<file path="config.mk">
export PLATFORM = sky130hd
export DESIGN_NAME = mtr_drv
export DESIGN_NICKNAME = d
export VERILOG_FILES = /design/src/rtl/mtr_pkg.sv /design/src/rtl/mtr_drv_pwm_chan.sv /design/src/rtl/mtr_drv.sv
export SDC_FILE = /design/constraint.sdc
export NUM_CORES = 1
export LEC_CHECK = 0
export BUFFER_PORTS_ARGS = -buffer_cell sky130_fd_sc_hd__buf_2
export CAP_MARGIN = 20
export CORE_ASPECT_RATIO = 1.2
export CORE_MARGIN = 1.5
export CORE_UTILIZATION = 25
export CTS_CLUSTER_DIAMETER = 150
export DETAILED_ROUTE_END_ITERATION = 16
export PLACE_DENSITY = 0.41
export SLEW_MARGIN = 20
export SYNTH_ARGS = -nofsm -noshare
export SYNTH_HDL_FRONTEND = slang
export SYNTH_HIERARCHICAL = 1
export SYNTH_SLANG_ARGS = --single-unit
</file>
<file path="constraint.sdc">
create_clock -name clk -period 2 [get_ports clk]
set_input_delay 0.4 -clock clk [delete_from_list [all_inputs] [get_ports clk]]
set_output_delay 0.4 -clock clk [all_outputs]
set_load 0.01 [all_outputs]
</file>
<file path="src/rtl/mtr_pkg.sv">
// Shared constants and the speed-to-duty mapping for the motor drive stage.
package mtr_pkg;

    localparam int               CNT_W          = 11;
    localparam int               PERIOD         = 2048;
    localparam logic [CNT_W-1:0] DUTY_MID       = 11'h400;
    localparam logic [CNT_W-1:0] CNT_MAX        = 11'h7FF;
    localparam int               NONOVERLAP_DEF = 32;

    // Offset binary: adding mid-scale to a two's complement speed flips its MSB.
    function automatic logic [CNT_W-1:0] spd_to_duty(input logic signed [CNT_W-1:0] spd);
        return logic'(~spd[CNT_W-1]) ? {1'b1, spd[CNT_W-2:0]} : {1'b0, spd[CNT_W-2:0]};
    endfunction

endpackage

</file>
<file path="src/rtl/mtr_drv_pwm_chan.sv">
// One H-bridge channel: double-buffered duty and complementary PWM pair with dead time.
module pwm_chan
    import mtr_pkg::*;
#(
    parameter int NONOVERLAP = NONOVERLAP_DEF
) (
    input  logic             clk,
    input  logic             rst_n,
    input  logic [CNT_W-1:0] cnt,
    input  logic [CNT_W-1:0] spd,
    input  logic             load,
    output logic             pwm1,
    output logic             pwm2
);

    localparam logic [CNT_W-1:0] SET1_AT = CNT_W'(NONOVERLAP);
    localparam logic [CNT_W:0]   NOV_EXT = (CNT_W+1)'(NONOVERLAP);

    logic signed [CNT_W-1:0] spd_s;
    logic [CNT_W-1:0]        duty_sh_d, duty_sh_q;
    logic [CNT_W:0]          set2_at;
    logic                    pwm1_d, pwm1_q;
    logic                    pwm2_d, pwm2_q;

    always_comb begin
        spd_s     = spd;
        duty_sh_d = duty_sh_q;
        if (load) begin
            duty_sh_d = spd_to_duty(spd_s);
        end

        // Clear wins so a duty at or below the dead time never raises PWM1.
        pwm1_d = pwm1_q;
        if (cnt >= duty_sh_q) begin
            pwm1_d = 1'b0;
        end else if (cnt == SET1_AT) begin
            pwm1_d = 1'b1;
        end

        // Set point kept 12 bits wide so a sum past 2047 simply never matches.
        set2_at = {1'b0, duty_sh_q} + NOV_EXT;
        pwm2_d  = pwm2_q;
        if (load) begin
            pwm2_d = 1'b0;
        end else if ({1'b0, cnt} == set2_at) begin
            pwm2_d = 1'b1;
        end
    end

    always_ff @(posedge clk or negedge rst_n) begin
        if (!rst_n) begin
            duty_sh_q <= DUTY_MID;
            pwm1_q    <= 1'b0;
            pwm2_q    <= 1'b0;
        end else begin
            duty_sh_q <= duty_sh_d;
            pwm1_q    <= pwm1_d;
            pwm2_q    <= pwm2_d;
        end
    end

    assign pwm1 = pwm1_q;
    assign pwm2 = pwm2_q;

endmodule

</file>
<file path="src/rtl/mtr_drv.sv">
// Motor drive top: shared period counter, period sync pulse and two PWM channels.
module mtr_drv
    import mtr_pkg::*;
#(
    parameter int NONOVERLAP = NONOVERLAP_DEF
) (
    input  logic              clk,
    input  logic              rst_n,
    input  logic [CNT_W-1:0]  lft_spd,
    input  logic [CNT_W-1:0]  rght_spd,
    output logic              lftPWM1,
    output logic              lftPWM2,
    output logic              rghtPWM1,
    output logic              rghtPWM2,
    output logic              PWM_synch
);

    logic [CNT_W-1:0] cnt_d, cnt_q;
    logic             synch_d, synch_q;
    logic             load;

    always_comb begin
        load    = (cnt_q == CNT_MAX);
        cnt_d   = cnt_q + 1'b1;
        synch_d = load;
    end

    always_ff @(posedge clk or negedge rst_n) begin
        if (!rst_n) begin
            cnt_q   <= '0;
            synch_q <= 1'b0;
        end else begin
            cnt_q   <= cnt_d;
            synch_q <= synch_d;
        end
    end

    assign PWM_synch = synch_q;

    pwm_chan #(.NONOVERLAP(NONOVERLAP)) u_lft (
        .clk   (clk),
        .rst_n (rst_n),
        .cnt   (cnt_q),
        .spd   (lft_spd),
        .load  (load),
        .pwm1  (lftPWM1),
        .pwm2  (lftPWM2)
    );

    pwm_chan #(.NONOVERLAP(NONOVERLAP)) u_rght (
        .clk   (clk),
        .rst_n (rst_n),
        .cnt   (cnt_q),
        .spd   (rght_spd),
        .load  (load),
        .pwm1  (rghtPWM1),
        .pwm2  (rghtPWM2)
    );

endmodule

</file>
==> results.md, run 1 <==
- Entering global routing, the biggest net connects 23 pins.
- The leakage power total is 1.45 nW.
- By count the netlist is led by dfrtp_1 (36), inv_1 (29), ha_1 (25).
- The total stage count of the critical path is 7.
- The signal on the critical path passes through buf_4 -> ha_1 -> a31oi_1 -> nor2b_1 -> a311oi_1 -> o21a_1 -> o31a_1.
- The synthesized flop and latch total is 38.
- For this design the top-level I/O count stands at 29.
- The count of input and output buffers is 28.
- The number of max-slew violations in the final report is 0.
- Grouping stages by cell kind, the critical path spends the most delay in compound AO/OA/AOI/OAI gates.
- The core region is between 8000 and 9000 sq um.
- The floorplan has 38 rows.
- The number of nets in the synthesized netlist is 285.
- Synthesis instantiated 32 different standard cells from the library.
- The capture point of the worst reg-to-reg path is u_lft/pwm1.
- The first global-routing pass estimated about 9000 um of wire.
- The via count of the first global-routing pass came to about 1800.
- Among all flip-flop cells after synthesis, the most frequent one is dfrtp_1.
- The final cycle utilization of the critical path is roughly nine tenths.
- The actual slew at the worst max-slew pin is approximately 450 ps.
- The critical path launch point is cnt_q[2].
- The launch instance of the worst register-to-register path is cnt_q[2].
- Summed over all layers, the global routing overflow is 0.
- The data arrival at the endpoint of the critical path is approximately 2100 ps.
- The number of cells in the design after placement is about 390.
- Counting the fill cells in the layout gives around 930.
- In this design, the stage delay of the slowest critical-path cell is roughly 440 ps.
- The area of the mapped netlist is roughly 2300 sq um.
- The clock net sink count is 38.
- The highest clock rate is between 500 and 600 MHz.
- No sink is reached through more buffers than the 2 on the longest clock path.
- The initial antenna violation count came to 0.
- The share of cells above drive strength 1 is 22.0%.
- STA classifies the critical path startpoint as a register.
- The count of max-cap constraint violations is 0.
- The final sum of negative setup slack is 0 ps.
- The sequential area share after synthesis is between 40% and 50%.
- The category of the most critical setup path is register to register.
- The clock arrives with 8.66 ps of skew.
- The number of setup buffers added after CTS is 0.
- The deepest level of the CTS H-tree is 2.
- The peak supply drop is 0.207 mV.
- The starting utilization of the core area is between 20% and 30%.
- The height of the die is approximately 110 um.
- At the worst endpoint, the required time is approximately 2200 ps.
- The worst setup path is captured at a register.
- The flow ran to the end, and the final reports show no timing, DRC or antenna violations.
- The clock latency on the worst-skew pair is 290 ps.
- After the flow finishes, the layout carries non-filler instances totaling 402.
- At the end of routability-driven placement, the weighted congestion stood at 0.780.
- The worst relative slew slack is between 70% and 80%.
- The clock-pin slew on the worst setup and hold paths is around 80 ps.
- In this run, the number of DRC markers left after iteration 0 of detailed routing was a little under 100.
- In this run the worst path has a maximum fanout of 5.
- Global routing used 11.7% of the available tracks.
- The post-layout net count is 330.
- The detail route stage leaves a number of antenna-violating nets equal to 0.
- The floorplan step defined a die boundary enclosing slightly below 10000 sq um.
- Of all cell types, the one taking the most synthesized area is dfrtp_1.
- The die is slightly above 90 um wide.
- Clock tree synthesis selected as its root buffer the cell clkbuf_8.
- Dividing the detail-routed wire length by the instance count gives around 13 um.
- The post-detailed-route DRC marker count is 0.
- For flop-to-flop paths, the worst setup slack is approximately 180 ps.
- The minimum period implied by the final worst setup slack is approximately 1800 ps.
- In this run the worst hold path is classified as primary input to asynchronous set/reset pin.
- The wire-length estimate of the detail-placed layout is 4020 um.
- dfrtp_1 is the most common cell in the netlist.
- The share of synthesized area in the top cell type comes to around two fifths.
- The length of the first detailed-routing pass in iterations is 4.
- The summed area of non-filler cells in the final layout is 2790 sq um.
- The areal power density over the cells is approximately 490 nW/um^2.
- The final hold violation count is 0.
- In the routed layout, each cell is associated on average with a via count of 4.43.
- Yosys mapped a number of flops with a built-in enable equal to 0.
- The critical path ends at u_lft/pwm1.
- The cell depth of the worst flop-to-flop path is 7.
- The number of buffers and inverters on the critical path is 1.
- The slowest cell on the critical path is dfrtp_1.
- The clock buffer count from CTS is 5.
- Setup violations remaining at the end of the flow were counted as 0.
- Synthesis produced a netlist whose cell count is about 240.
- The total wire length is about 5300 um.
- Sorting the synthesized cells by area gives the leading types as dfrtp_1 (39%), ha_1 (14%), xor2_1 (5.0%).
- The area growth from synthesis to layout is 21.4%.
- The final route contains between 1500 and 2000 vias.
- During synthesis, Yosys emitted a total of 6 warnings.
- Counting flops with an async set or reset pin after synthesis yields a share of 100%.
- A synthesized cell averages roughly 9.7 sq um.
- The number of antenna diodes is 0.
- TritonCTS built the clock tree.
- In this run the cell area measured after placement is 2690 sq um.
- Setup repair after global routing left no endpoint under its margin.
==> flip-flops by register name (all words and copies together), names as in the netlist <==
| register | count |
|---|---|
| PWM_synch | 1 |
| cnt_q | 11 |
| u_lft/duty_sh_q | 11 |
| u_lft/pwm1 | 1 |
| u_lft/pwm2 | 1 |
| u_rght/duty_sh_q | 11 |
| u_rght/pwm1 | 1 |
| u_rght/pwm2 | 1 |
==> layer usage <==
metal	GRT usage, %	wire length [um]	up-vias	part of all wire [%]
met4	4.54	78	0	1.5
met1	15.0	2470	851	47
li1	-	-	905	-
met5	0	0	-	0
met2	19.6	2660	17	50
met3	1.90	70	6	1.3
==> worst min path at each step <==
stage | startpoint | endpoint | depth (start not counted)
CTS | rst_n | u_lft/duty_sh_q[5] | 1
global route | rst_n | cnt_q[7] | 1
floorplan | rst_n | PWM_synch | 0
finish | rst_n | cnt_q[7] | 1
detailed placement | rst_n | u_lft/duty_sh_q[5] | 1
global placement | rst_n | u_lft/duty_sh_q[3] | 1
==> cells by family (layout without fill, tap and decap cells) <==
group,count (synthesis),after routing,synth area share (%)
compound gates,46,46,13.4
xor+xnor,25,25,9.53
fa+ha+maj,25,25,13.6
buf+inv,33,79,5.39
flops,38,38,41.5
mux,2,2,0.980
simple gates,67,67,15.6
==> through the flow <==
stage	worst slack, ps	hold WS, ps	utilization, %	power, W
2_1_floorplan	208	104	-	0.000783
3_3_place_gp	102	370	29.9	0.000827
3_5_place_dp	66.5	381	29.9	0.000828
4_1_cts	42.3	55.9	31.0	0.00140
5_1_grt	27.0	72.8	31.0	0.00144
6_report	179	47.2	31.0	0.00138
==> power by group <==
| part | leakage [nW] | total (W) | internal [W] | switching [W] |
|---|---|---|---|---|
| clock | 0.0472 | 0.000570 | 0.000278 | 0.000292 |
| combinational | 1.00 | 0.0000415 | 0.0000193 | 0.0000222 |
| sequential | 0.403 | 0.000768 | 0.000768 | 0 |
| total | 1.45 | 0.00138 | 0.00106 | 0.000314 |
==> worst register-to-register path: stages (launching register included) <==
cell	delay (ps)
dfrtp_1	440
buf_4	180
ha_1	320
a31oi_1	140
nor2b_1	60
a311oi_1	280
o21a_1	220
o31a_1	120
==> final cells by class <==
class / count / area, sq um / area share, %
timing repair buffer: 42 / 258 / 9.25
clock buffer: 6 / 82.6 / 2.96
multi-input combinational: 165 / 1220 / 43.8
tap: 120 / 150 / 5.39
sequential: 38 / 955 / 34.2
inverter: 29 / 109 / 3.90
clock inverter: 2 / 12.5 / 0.449
==> repair_timing <==
item                       in CTS  in global routing
resized for setup               0                  2
setup endpoints to repair       0                 23
hold buffers                    0                  0
==> placed cells by master (no fill, tap or decap), types with 2 or more instances in the layout <==
| cell type | instances |
|---|---|
| a41o_1 | 2 |
| inv_1 | 29 |
| a311oi_1 | 2 |
| nand3_1 | 10 |
| o21ai_0 | 18 |
| a31oi_1 | 4 |
| nand2_1 | 23 |
| a2111oi_2 | 2 |
| a21oi_1 | 4 |
| clkbuf_8 | 6 |
| o211ai_1 | 2 |
| dfstp_2 | 2 |
| xnor2_1 | 12 |
| nand4_1 | 2 |
| nor3_1 | 9 |
| o22ai_1 | 2 |
| nor2b_1 | 4 |
| a21o_1 | 4 |
| o21a_1 | 2 |
| xor2_1 | 13 |
| dfrtp_1 | 35 |
| a211oi_1 | 2 |
| nor4_1 | 4 |
| nor2_1 | 10 |
| ha_1 | 25 |
| buf_4 | 13 |
| buf_2 | 28 |
| nor4b_2 | 2 |
| o31a_1 | 2 |
| mux2_2 | 2 |
(Power assumes the default switching activity.)
==> inputs of run 2 (changes only) <==
==> constraint.sdc (replaced) <==
create_clock -name clk -period 2 [get_ports clk]
set_input_delay 0 -clock clk [delete_from_list [all_inputs] [get_ports clk]]
set_output_delay 0 -clock clk [all_outputs]
set_load 0.01 [all_outputs]
==> run 2 against run 1 <==
  * Power fell by 0.57%
  * Critical path depth did not move
  * Sequential cell count did not move
  * Hold slack improved by 110 ps
  * Clock power fell by 6.8%
  * Final area rose by 7.2%
  * Count of clock-buffer cells in the layout rose by 2
  * Sequential power barely moved
  * Register-to-register slack barely moved
  * Core utilization rose by 2.2 points
  * Cell count rose by 5.7%
  * Maximum frequency fell by 0.60%
  * Critical path type unchanged
  * Critical endpoint is now u_rght/pwm1
==> results.md, run 2 (same netlist as run 1, synthesis figures left out) <==
- CTS built an H-tree with a depth of 2.
- The HPWL after detailed placement is between 4000 and 5000 um.
- Of the available clock period, the critical path in the final layout requires around 90%.
- The clock-pin slew on the worst setup and hold paths is about 80 ps.
- The number of clock buffers added by TritonCTS is 5.
- The area enclosed by the die boundary is 9770 sq um.
- The floorplan step defined a core boundary enclosing 8990 sq um.
- The clock share of power is approximately two fifths.
- After routing, the total negative slack on setup checks comes to 0 ps.
- The tightest min-delay check is of the primary input to asynchronous set/reset pin type.
- The starting utilization of the core area is around a quarter.
- The routed design has about 5500 um of wire.
- At the later pin of the worst-skew pair, clock insertion delay measures approximately 290 ps.
- The clock passes through at most 2 buffers.
- The TritonCTS clock tree is built.
- In this run the clock root is driven by a clkbuf_8.
- At the end of routability-driven placement, the weighted congestion stood at between 0.7 and 0.8.
- The net switching power is around 0.0003 W.
- The switching power as a share of total power is a little under a quarter.
- The post-detailed-route count of antenna-violating nets is 0.
- The length of the first detailed-routing pass in iterations is 4.
- The final worst clock skew is 3.61 ps.
- The number of cells in the design after placement is slightly below 400.
- The clock drives 38 sinks.
- The share of the core filled with cells in the final layout is 33.3%.
- The internal power summed over all cells is 0.00106 W.
- The flow ran to the end, and the final reports show no timing, DRC or antenna violations.
- Leaving out filler cells and counting taps, the final layout contains approximately 430.
- At the worst endpoint, the arrival time is 2060 ps.
- Dividing the detail-routed wire length by the instance count gives 13.0 um.
- The count of max-cap constraint violations is 0.
- The areal power density over the cells is between 400 and 500 nW/um^2.
- After detailed routing, the number of remaining DRC violations is 0.
- Registers are responsible for 56.0% of the overall power.
- The count of input and output buffers is 28.
- The final hold violation count came to 0.
- The initial antenna violation count is 0.
- During I/O placement, the number of pins put on the boundary was 29.
- The leakage power total is between 1.5 and 2 nW.
- The height of the die is about 110 um.
- The part of the power in combinational logic is 5.3%.
- The DRC marker count from the first detailed-route iteration is a little under 70.
- Dividing the detail-routed via count by the number of cells gives 4.38.
- Among all stages on the critical path, the largest delay is contributed by dfrtp_1.
- On the final layout, the worst hold slack is 157 ps.
- The worst pin sits at a relative slew slack of 73.5%.
- The post-route netlist has 19.3% of its cells at a drive strength greater than 1.
- In the final layout, the registers with the most flip-flops are cnt_q x11, u_lft/duty_sh_q x11, u_rght/duty_sh_q x11.
- Setup violations remaining at the end of the flow were counted as 0.
- The leading cell type in the layout, fill and taps excluded is dfrtp_1.
- After clock tree synthesis, the setup repair step added 0 buffers.
- In this run the worst path has a maximum fanout of 5.
- The category of the most critical setup path is register to register.
- The layout has ~960 filler cells.
- The via count of the first global-routing pass is ~1900.
- For this run, the top clock speed supported by timing is ~550 MHz.
- The worst setup path is captured at a register.
- Setup repair after global routing left no endpoint under its margin.
- The minimum period implied by the final worst setup slack is around 1800 ps.
- The peak supply drop is approximately 0.23 mV.
- The library cells used most frequently in the layout, excluding fill and tap cells, are dfrtp_1 (35), inv_1 (29), buf_2 (28).
- The number of max-slew violations in the final report was 0.
- The global-route wire length before repair is approximately 9500 um.
- The worst stage delay on the critical path is 440 ps.
- Measured along the x axis, the die boundary spans about 91 um.
- The via count is between 1500 and 2000.
- 0 antenna diodes ended up in the layout.
- The standard-cell row count is 38.
- The total overflow left after global routing is 0.
- The total routing usage reported by global routing is about an eighth.
- STA classifies the critical path startpoint as a register.
- After the last flow step, the layout net total stands at 353.
- Compared with the post-synthesis result, the final layout area differs by 30.1%.
- The data required time at the worst endpoint is 2230 ps.
- Walking the worst path, the cells encountered are buf_4 -> ha_1 -> a31oi_1 -> nor2b_1 -> a311oi_1 -> o21a_1 -> o31a_1.
- The largest net degree at the start of global routing is 23.
- The actual slew at the worst max-slew pin is between 300 and 400 ps.
[run 2: changes by cell type in the layout (fill, tap and decap cells not counted)]
cell | previous run | this run
dlygate4sd3_1 | 0 | 23
buf_12 | 1 | 0
clkbuf_8 | 6 | 5
clkinv_2 | 1 | 0
and2_2 | 0 | 1
clkbuf_1 | 0 | 3
and2_4 | 1 | 0
clkinvlp_4 | 1 | 0
buf_4 | 13 | 14
[run 2: path summary, 6_finish.rpt]
check                      cells after the start  slack, ps              endpoint         from
setup reg to reg                               7        170           u_rght/pwm1     cnt_q[2]
hold / removal                                 2        160    u_lft/duty_sh_q[3]        rst_n
max in group asynchronous                      3       1130  u_rght/duty_sh_q[10]        rst_n
setup / recovery                               7        170           u_rght/pwm1     cnt_q[2]
min in group clk                               3        370   u_lft/duty_sh_q[10]  lft_spd[10]
hold reg to reg                                1        500              cnt_q[1]     cnt_q[1]
[run 2: per-layer routing]
metal	routed length, um	track usage [%]	vias to the layer above
met1	2670	15.8	896
met4	85	4.42	0
met3	96	2.46	5
met2	2680	20.5	11
met5	0	0	-
li1	-	-	951
[run 2: timing repair]
item,in CTS,in global routing
hold buffers,23,0
gates resized for setup,0,1
hold endpoints to repair,38,0
endpoints found under the setup margin,0,20
[run 2: worst max-delay path: cells and delay by family, from the launching register on]
family,cells,cell delay [ps]
AOI/OAI and AO/OA,4,750
buffers and inverters,1,190
and+or+nand+nor,1,70
DFF,1,440
adders and majority gates,1,330
[run 2: power by group through the flow]
stage / sequential (W) / combinational (W) / clock (W)
final: 0.000768 / 0.0000726 / 0.000531
after floorplan: 0.000783 / 0.0000000348 / 0
after global placement: 0.000783 / 0.0000408 / 0
after detailed placement: 0.000783 / 0.0000409 / 0
after global routing: 0.000768 / 0.0000821 / 0.000588
after CTS: 0.000768 / 0.0000749 / 0.000551
[run 2: through the flow]
step	cell area (sq um)	total power, W	setup WS (ps)
3_5_place_dp	2680	0.000824	85.2
5_1_grt	2990	0.00144	24.1
3_3_place_gp	2680	0.000824	119
2_1_floorplan	2300	0.000783	208
4_1_cts	2990	0.00139	59.9
6_report	2990	0.00137	168
[run 2: area by class of cell]
type | instances | area, sq um | area share, %
Clock buffer | 8 | 80.1 | 2.68
Inverter | 29 | 109 | 3.64
Multi-Input combinational cell | 165 | 1220 | 40.8
Sequential cell | 38 | 955 | 31.9
Tap cell | 120 | 150 | 5.02
Timing Repair Buffer | 65 | 475 | 15.9
